===== src/rtl/rc_realign_gearbox.sv =====
// RC completion gearbox: strips the 3-DW descriptor and realigns payload to DW0.
// Optional length check against byte_count is enabled with RC_GEARBOX_LEN_CHECK_EN.
module rc_realign_gearbox #(
  parameter int DATA_WIDTH  = 256,
  parameter int TUSER_WIDTH = 75,
  parameter int SOP_BIT     = 32,
  parameter int BC_LSB      = 16
) (
  input  logic                     clk,
  input  logic                     rst,
  input  logic [DATA_WIDTH-1:0]    m_axis_rc_tdata,
  input  logic                     m_axis_rc_tvalid,
  input  logic [TUSER_WIDTH-1:0]   m_axis_rc_tuser,
  input  logic [DATA_WIDTH/32-1:0] m_axis_rc_tkeep,
  input  logic                     m_axis_rc_tlast,
  output logic                     m_axis_rc_tready,
  input  logic                     rc_ready,
  output logic                     rc_valid,
  output logic [DATA_WIDTH-1:0]    rc_payload,
  output logic [DATA_WIDTH/32-1:0] rc_payload_dw_keep,
  output logic                     rc_payload_last,
  output logic [95:0]              rc_descriptor,
  output logic                     rc_proto_err
`ifdef RC_GEARBOX_LEN_CHECK_EN
  , output logic                   rc_len_err
`endif
);
  localparam int N  = DATA_WIDTH / 32;
  localparam int CW = $clog2(N + 1) + 1;
  localparam int RW = DATA_WIDTH - 96;

  typedef enum logic [1:0] {IDLE, BODY, FLUSH} state_t;

  state_t                state_q, state_d;
  logic                  valid_q, last_q, perr_q, perr_d;
  logic [DATA_WIDTH-1:0] payload_q;
  logic [N-1:0]          keep_q;
  logic [95:0]           desc_q, desc_d;
  logic [RW-1:0]         res_q, res_d;
  logic [CW-1:0]         rcnt_q, rcnt_d;

  logic                  ld, ld_last;
  logic [DATA_WIDTH-1:0] ld_pay;
  logic [N-1:0]          ld_keep;
  logic [CW-1:0]         k, k3;
  logic                  out_free, accept, sop;
  logic                  unused_tuser;

  function automatic logic [N-1:0] dw_mask(input logic [CW-1:0] n);
    logic [N-1:0] m;
    for (int i = 0; i < N; i++) m[i] = (CW'(i) < n);
    return m;
  endfunction

  function automatic logic [DATA_WIDTH-1:0] expand(input logic [N-1:0] m);
    logic [DATA_WIDTH-1:0] e;
    for (int i = 0; i < N; i++) e[i*32 +: 32] = {32{m[i]}};
    return e;
  endfunction

  assign unused_tuser     = ^m_axis_rc_tuser;
  assign sop              = m_axis_rc_tuser[SOP_BIT];
  assign out_free         = !valid_q || rc_ready;
  assign m_axis_rc_tready = out_free && (state_q != FLUSH);
  assign accept           = m_axis_rc_tvalid && m_axis_rc_tready;

  always_comb begin
    k = '0;
    for (int i = 0; i < N; i++) k = k + CW'(m_axis_rc_tkeep[i]);
    k3 = (k > CW'(3)) ? k - CW'(3) : '0;
  end

  always_comb begin
    state_d = state_q;
    ld      = 1'b0;
    ld_pay  = '0;
    ld_keep = '0;
    ld_last = 1'b0;
    res_d   = res_q;
    rcnt_d  = rcnt_q;
    desc_d  = desc_q;
    perr_d  = 1'b0;
    case (state_q)
      IDLE: if (accept) begin
        if (sop) begin
          desc_d = m_axis_rc_tdata[95:0];
          res_d  = m_axis_rc_tdata[DATA_WIDTH-1:96];
          rcnt_d = k3;
          if (m_axis_rc_tlast) begin
            ld      = 1'b1;
            ld_pay  = {96'b0, m_axis_rc_tdata[DATA_WIDTH-1:96]};
            ld_keep = dw_mask(k3);
            ld_last = 1'b1;
          end else begin
            state_d = BODY;
          end
        end else begin
          perr_d = 1'b1;
        end
      end
      BODY: if (accept) begin
        perr_d  = sop;
        ld      = 1'b1;
        ld_pay  = {m_axis_rc_tdata[95:0], res_q};
        ld_keep = '1;
        res_d   = m_axis_rc_tdata[DATA_WIDTH-1:96];
        rcnt_d  = k3;
        if (m_axis_rc_tlast) begin
          if (k <= CW'(3)) begin
            ld_keep = dw_mask(CW'(N - 3) + k);
            ld_last = 1'b1;
            state_d = IDLE;
          end else begin
            state_d = FLUSH;
          end
        end
      end
      FLUSH: if (out_free) begin
        ld      = 1'b1;
        ld_pay  = {96'b0, res_q};
        ld_keep = dw_mask(rcnt_q);
        ld_last = 1'b1;
        state_d = IDLE;
      end
      default: state_d = IDLE;
    endcase
  end

  always_ff @(posedge clk) begin
    if (rst) begin
      state_q   <= IDLE;
      valid_q   <= 1'b0;
      last_q    <= 1'b0;
      perr_q    <= 1'b0;
      payload_q <= '0;
      keep_q    <= '0;
      desc_q    <= '0;
      res_q     <= '0;
      rcnt_q    <= '0;
    end else begin
      state_q <= state_d;
      perr_q  <= perr_d;
      desc_q  <= desc_d;
      res_q   <= res_d;
      rcnt_q  <= rcnt_d;
      if (ld) begin
        valid_q   <= 1'b1;
        payload_q <= ld_pay & expand(ld_keep);
        keep_q    <= ld_keep;
        last_q    <= ld_last;
      end else if (rc_ready) begin
        valid_q <= 1'b0;
      end
    end
  end

`ifdef RC_GEARBOX_LEN_CHECK_EN
  logic [15:0] cnt_q, cnt_d, nd, cnt_base, bc_rnd;
  logic [12:0] bc_cur;
  logic        lerr_q;

  // Byte tally restarts with the SOP beat, which is always decided in IDLE.
  always_comb begin
    nd = '0;
    for (int i = 0; i < N; i++) nd = nd + 16'(ld_keep[i]);
    cnt_base = (state_q == IDLE) ? 16'd0 : cnt_q;
    bc_cur   = (state_q == IDLE) ? m_axis_rc_tdata[BC_LSB +: 13] : desc_q[BC_LSB +: 13];
    cnt_d    = cnt_base + {nd[13:0], 2'b00};
    bc_rnd   = ({3'b0, bc_cur} + 16'd3) & 16'hFFFC;
  end

  always_ff @(posedge clk) begin
    if (rst) begin
      cnt_q  <= '0;
      lerr_q <= 1'b0;
    end else if (ld) begin
      cnt_q  <= cnt_d;
      lerr_q <= ld_last && (bc_rnd != cnt_d);
    end
  end

  assign rc_len_err = lerr_q;
`endif

  assign rc_valid           = valid_q;
  assign rc_payload         = payload_q;
  assign rc_payload_dw_keep = keep_q;
  assign rc_payload_last    = last_q;
  assign rc_descriptor      = desc_q;
  assign rc_proto_err       = perr_q;
endmodule


===== config.mk =====
export PLATFORM = sky130hd
export DESIGN_NAME = rc_realign_gearbox
export DESIGN_NICKNAME = d
export VERILOG_FILES = /design/src/rtl/rc_realign_gearbox.sv
export SDC_FILE = /design/constraint.sdc
export NUM_CORES = 1
export LEC_CHECK = 0
export BUFFER_PORTS_ARGS = -buffer_cell sky130_fd_sc_hd__buf_2
export CAP_MARGIN = 10
export CORE_AREA = 2 2 276 278
export CTS_BUF_LIST = sky130_fd_sc_hd__clkbuf_8 sky130_fd_sc_hd__clkbuf_16
export CTS_CLUSTER_SIZE = 16
export DETAILED_ROUTE_END_ITERATION = 7
export DIE_AREA = 0 0 278 280
export SLEW_MARGIN = 10
export SYNTH_ARGS = -nofsm -noshare
export SYNTH_HDL_FRONTEND = slang
export SYNTH_SLANG_ARGS = --single-unit

===== constraint.sdc =====
create_clock -name clk -period 4.65 [get_ports clk]
set_input_delay 0.465 -clock clk [delete_from_list [all_inputs] [get_ports clk]]
set_output_delay 0.465 -clock clk [all_outputs]
set_load 0.1 [all_outputs]

==> results by group <==
Clock tree
  • Clock Pin Slew Worst Setup and Hold Paths: around 0.06 ns
  • Resized cells post-CTS: 0
  • H-tree depth: 2
  • CTS Hold Bufs: 0
  • Worst-skew pair later-pin latency: just over 0.6 ns
  • CTS tree: done
  • Total CTS buffers: 60
  • Sink Count: 530
  • Root buf cell: clkbuf_16
  • Postcts setup bufs: 0
  • CTS Buffer Depth: 3

Yosys
  • Post-Synth XOR/XNOR Area: less than 1%
  • Post-synthesis simple-gate area fraction: 12.16%
  • Seq/Total Area, Yosys: a little over half
  • Mux contribution to synthesized area: 0%
  • Async set-reset flop share out of synthesis: 0%
  • Top FF cell, synth: dfxtp_1
  • Syn Inst Count: around 2,200
  • Flops & latches, synth: 530
  • Number of synthesized flops with an enable pin: 0
  • Synth unique cells: 52
  • Net Count, Synth: 2,519
  • Largest family of logic cells by synthesized area: compound AO/OA/AOI/OAI gates
  • Adder-cell area share of the yosys netlist: less than 1%
  • Synthesized area: between 15,000 and 20,000 um^2
  • Synth Area in Compound Gates: between 20% and 30%
  • Synthesized area per cell: 9.066 um^2
  • Synth warn: 0

Critical path
  • Required @ worst endpoint: approximately 5 ns
  • Critical path cell sequence: buf_2 > fa_1 > inv_1 > fa_1 > fa_1 > inv_1 > ha_1 > fa_1 > ha_1 > buf_4 > a211oi_1 > o31a_2 > buf_4 > nor3_4 > buf_12 > a211oi_1
  • Slowest library cell on the worst path: fa_1
  • Crit path max fanout: 34
  • CP endpoint kind: register
  • Slowest cell delay on critical path: between 0.5 and 0.6 ns
  • Type of origin of the critical path: input pin
  • Critical path type: in -> reg
  • Crit path arrival time: between 4 and 5 ns
  • Crit-path most repeated cell: fa_1

Routing
  • WL final: slightly above 70,000 um
  • Drt initial violations: ~1,500
  • Remaining antenna violation count: 0
  • Via-to-Cell Ratio: around 4.9
  • DRC: 0
  • DR pass1 iterations: 8
  • Drt wl/cell: 18.88 um
  • Via count: around 18,000

Global routing
  • Initial antenna violation count: 19
  • Largest net degree at the start of global routing: between 150 and 200
  • GRT overflow: 0
  • GRT Total Usage: between 15 and 20%
  • First-pass GRT wire length: ~110,000 um
  • Vias in the first global route: roughly 17,000

STA
  • Part of the cycle the worst path needs: 93.05%
  • Post-route minimum period: ~4.3 ns
  • Setup violators final: 0
  • Final hold violations: 0
  • Clock skew: 0.02802 ns
  • Achievable Freq: about 230 MHz
  • Max-slew violations: 0
  • Worst rel slew slack: 26.43%
  • Hold Slack: ~0.076 ns
  • Worst-Margin Slew: about 1.1 ns
  • RSZ-0062 raised after global routing: no

Floorplanning
  • Die ar.: about 80,000 um^2
  • Horiz. Die Dim: roughly 280 um
  • Core ar.: roughly 75,000 um^2
  • Top Ports: 708
  • Die height: ~280 um
  • Initial Utilization: between 20% and 30%
  • Row count: between 100 and 150

Outcome
  • Status: complete, no violations

Finish
  • Commonest non-fill, non-tap cell in the layout: buf_2
  • Final net count: about 3,100
  • Area Growth Syn to Fin: 32.81%
  • Fill count: about 7,800
  • Layout cells sized above 1: 29.45%
  • Seq. cell area: 10,610 um^2
  • Most frequent cells in the layout: buf_2 (632), nand2_1 (565), dfxtp_1 (530), a21oi_1 (336), a22o_1 (224)
  • Footprint of the multi-input gates: 8232 um^2

Power
  • Pwr dens: between 400 and 500 nW/um^2
  • Leakage: roughly 11 nW
  • Peak supply drop: between 200 and 300 uV
  • Power, Total: 11.93 mW

Job
  • Max Cap Viol: 0

Placement
  • Post-DP HPWL: between 40,000 and 50,000 um
  • RePlAce Congestion: approximately 0.80
  • Port Buffers: 633

Hold path
  • Min-delay worst type: in -> reg
-- where the power goes --
group,internal (mW),total (mW),switching (mW)
clock,2.95,4.97,2.02
combinational,0.574,2.15,1.58
sequential,4.72,4.82,0.0989
total,8.24,11.9,3.69
-- Yosys cell counts (all sizes together) (3+ instances only) --
master / instances / area, um^2
nand2: 566 / 2125
ha: 4 / 50.05
o21ai: 7 / 35.03
a21oi: 339 / 1697
fa: 4 / 80.08
buf: 53 / 270.3
inv: 12 / 45.04
nand3: 5 / 25.02
a211oi: 67 / 503.0
nor2: 16 / 60.06
and2: 5 / 31.28
nor3: 5 / 40.04
a22o: 224 / 1962
a222oi: 64 / 640.6
o31ai: 34 / 255.2
a31oi: 4 / 25.02
o211ai: 3 / 22.52
clkbuf: 153 / 575.6
dfxtp: 530 / 10610
a22oi: 33 / 247.7
-- worst paths after layout --
check                       from         endpoint  slack [ns]  cells past startpoint
min reg2reg      rc_payload[137]  rc_payload[137]        0.44                      2
max reg2reg           state_q[0]  rc_payload[204]        1.78                      6
max           m_axis_rc_tkeep[0]   rc_payload[26]        0.32                     16
min          m_axis_rc_tdata[82]  rc_payload[242]        0.08                      2
-- routing by layer --
metal / vias to the layer above / wire length, um / global-route usage (%)
li1: 8939 / - / -
met1: 8753 / 29630 / 21.53
met2: 644 / 33830 / 28.02
met3: 120 / 5567 / 4.930
met4: 12 / 1838 / 5.281
met5: - / 77 / 0
-- stage by stage --
step	TNS [ns]	utilization [%]	setup slack [ns]	area, um^2	std cells
floorplan	0	-	0.05275	19650	2167
global route	0	34.69	0.1766	26080	3754
global placement	-16.03	31.86	-0.2024	23960	3633
detailed placement	-22.20	31.86	-0.3024	23960	3633
finish	0	34.70	0.3232	26090	3758
CTS	0	34.66	0.3711	26060	3745
-- flip-flops by register name, indices dropped and copies added, names as in the netlist --
name	flops
res_q	160
state_q	2
rc_payload	256
rc_descriptor	96
rc_payload_last	1
rc_proto_err	1
rcnt_q	5
rc_payload_dw_keep	8
rc_valid	1
-- worst max-delay path, delay by kind of cell --
family                     cells  cell delay (ns)
AOI/OAI and AO/OA              3             0.69
buffers and inverters          6             0.98
adders and majority gates      6             2.53
and+or+nand+nor                1             0.10
-- layout make-up --
| cell class | count | area share [%] |
|---|---|---|
| tap | 978 | 4.690 |
| clock buffer | 74 | 6.580 |
| antenna | 13 | 0.1247 |
| inverter | 12 | 0.1726 |
| sequential | 530 | 40.67 |
| clock inverter | 38 | 1.463 |
| timing repair buffer | 694 | 14.75 |
| multi-input combinational | 1419 | 31.55 |
-- logic make-up (layout without fill, tap and decap cells) --
| logic type | Yosys count | count (layout) |
|---|---|---|
| xor gates and xnor gates | 4 | 4 |
| other | 0 | 13 |
| AOI/OAI and AO/OA | 795 | 795 |
| DFF | 530 | 530 |
| buffers and inverters | 218 | 818 |
| and+or+nand+nor | 612 | 612 |
| adders and majority gates | 8 | 8 |
(Power assumes the default switching activity.)
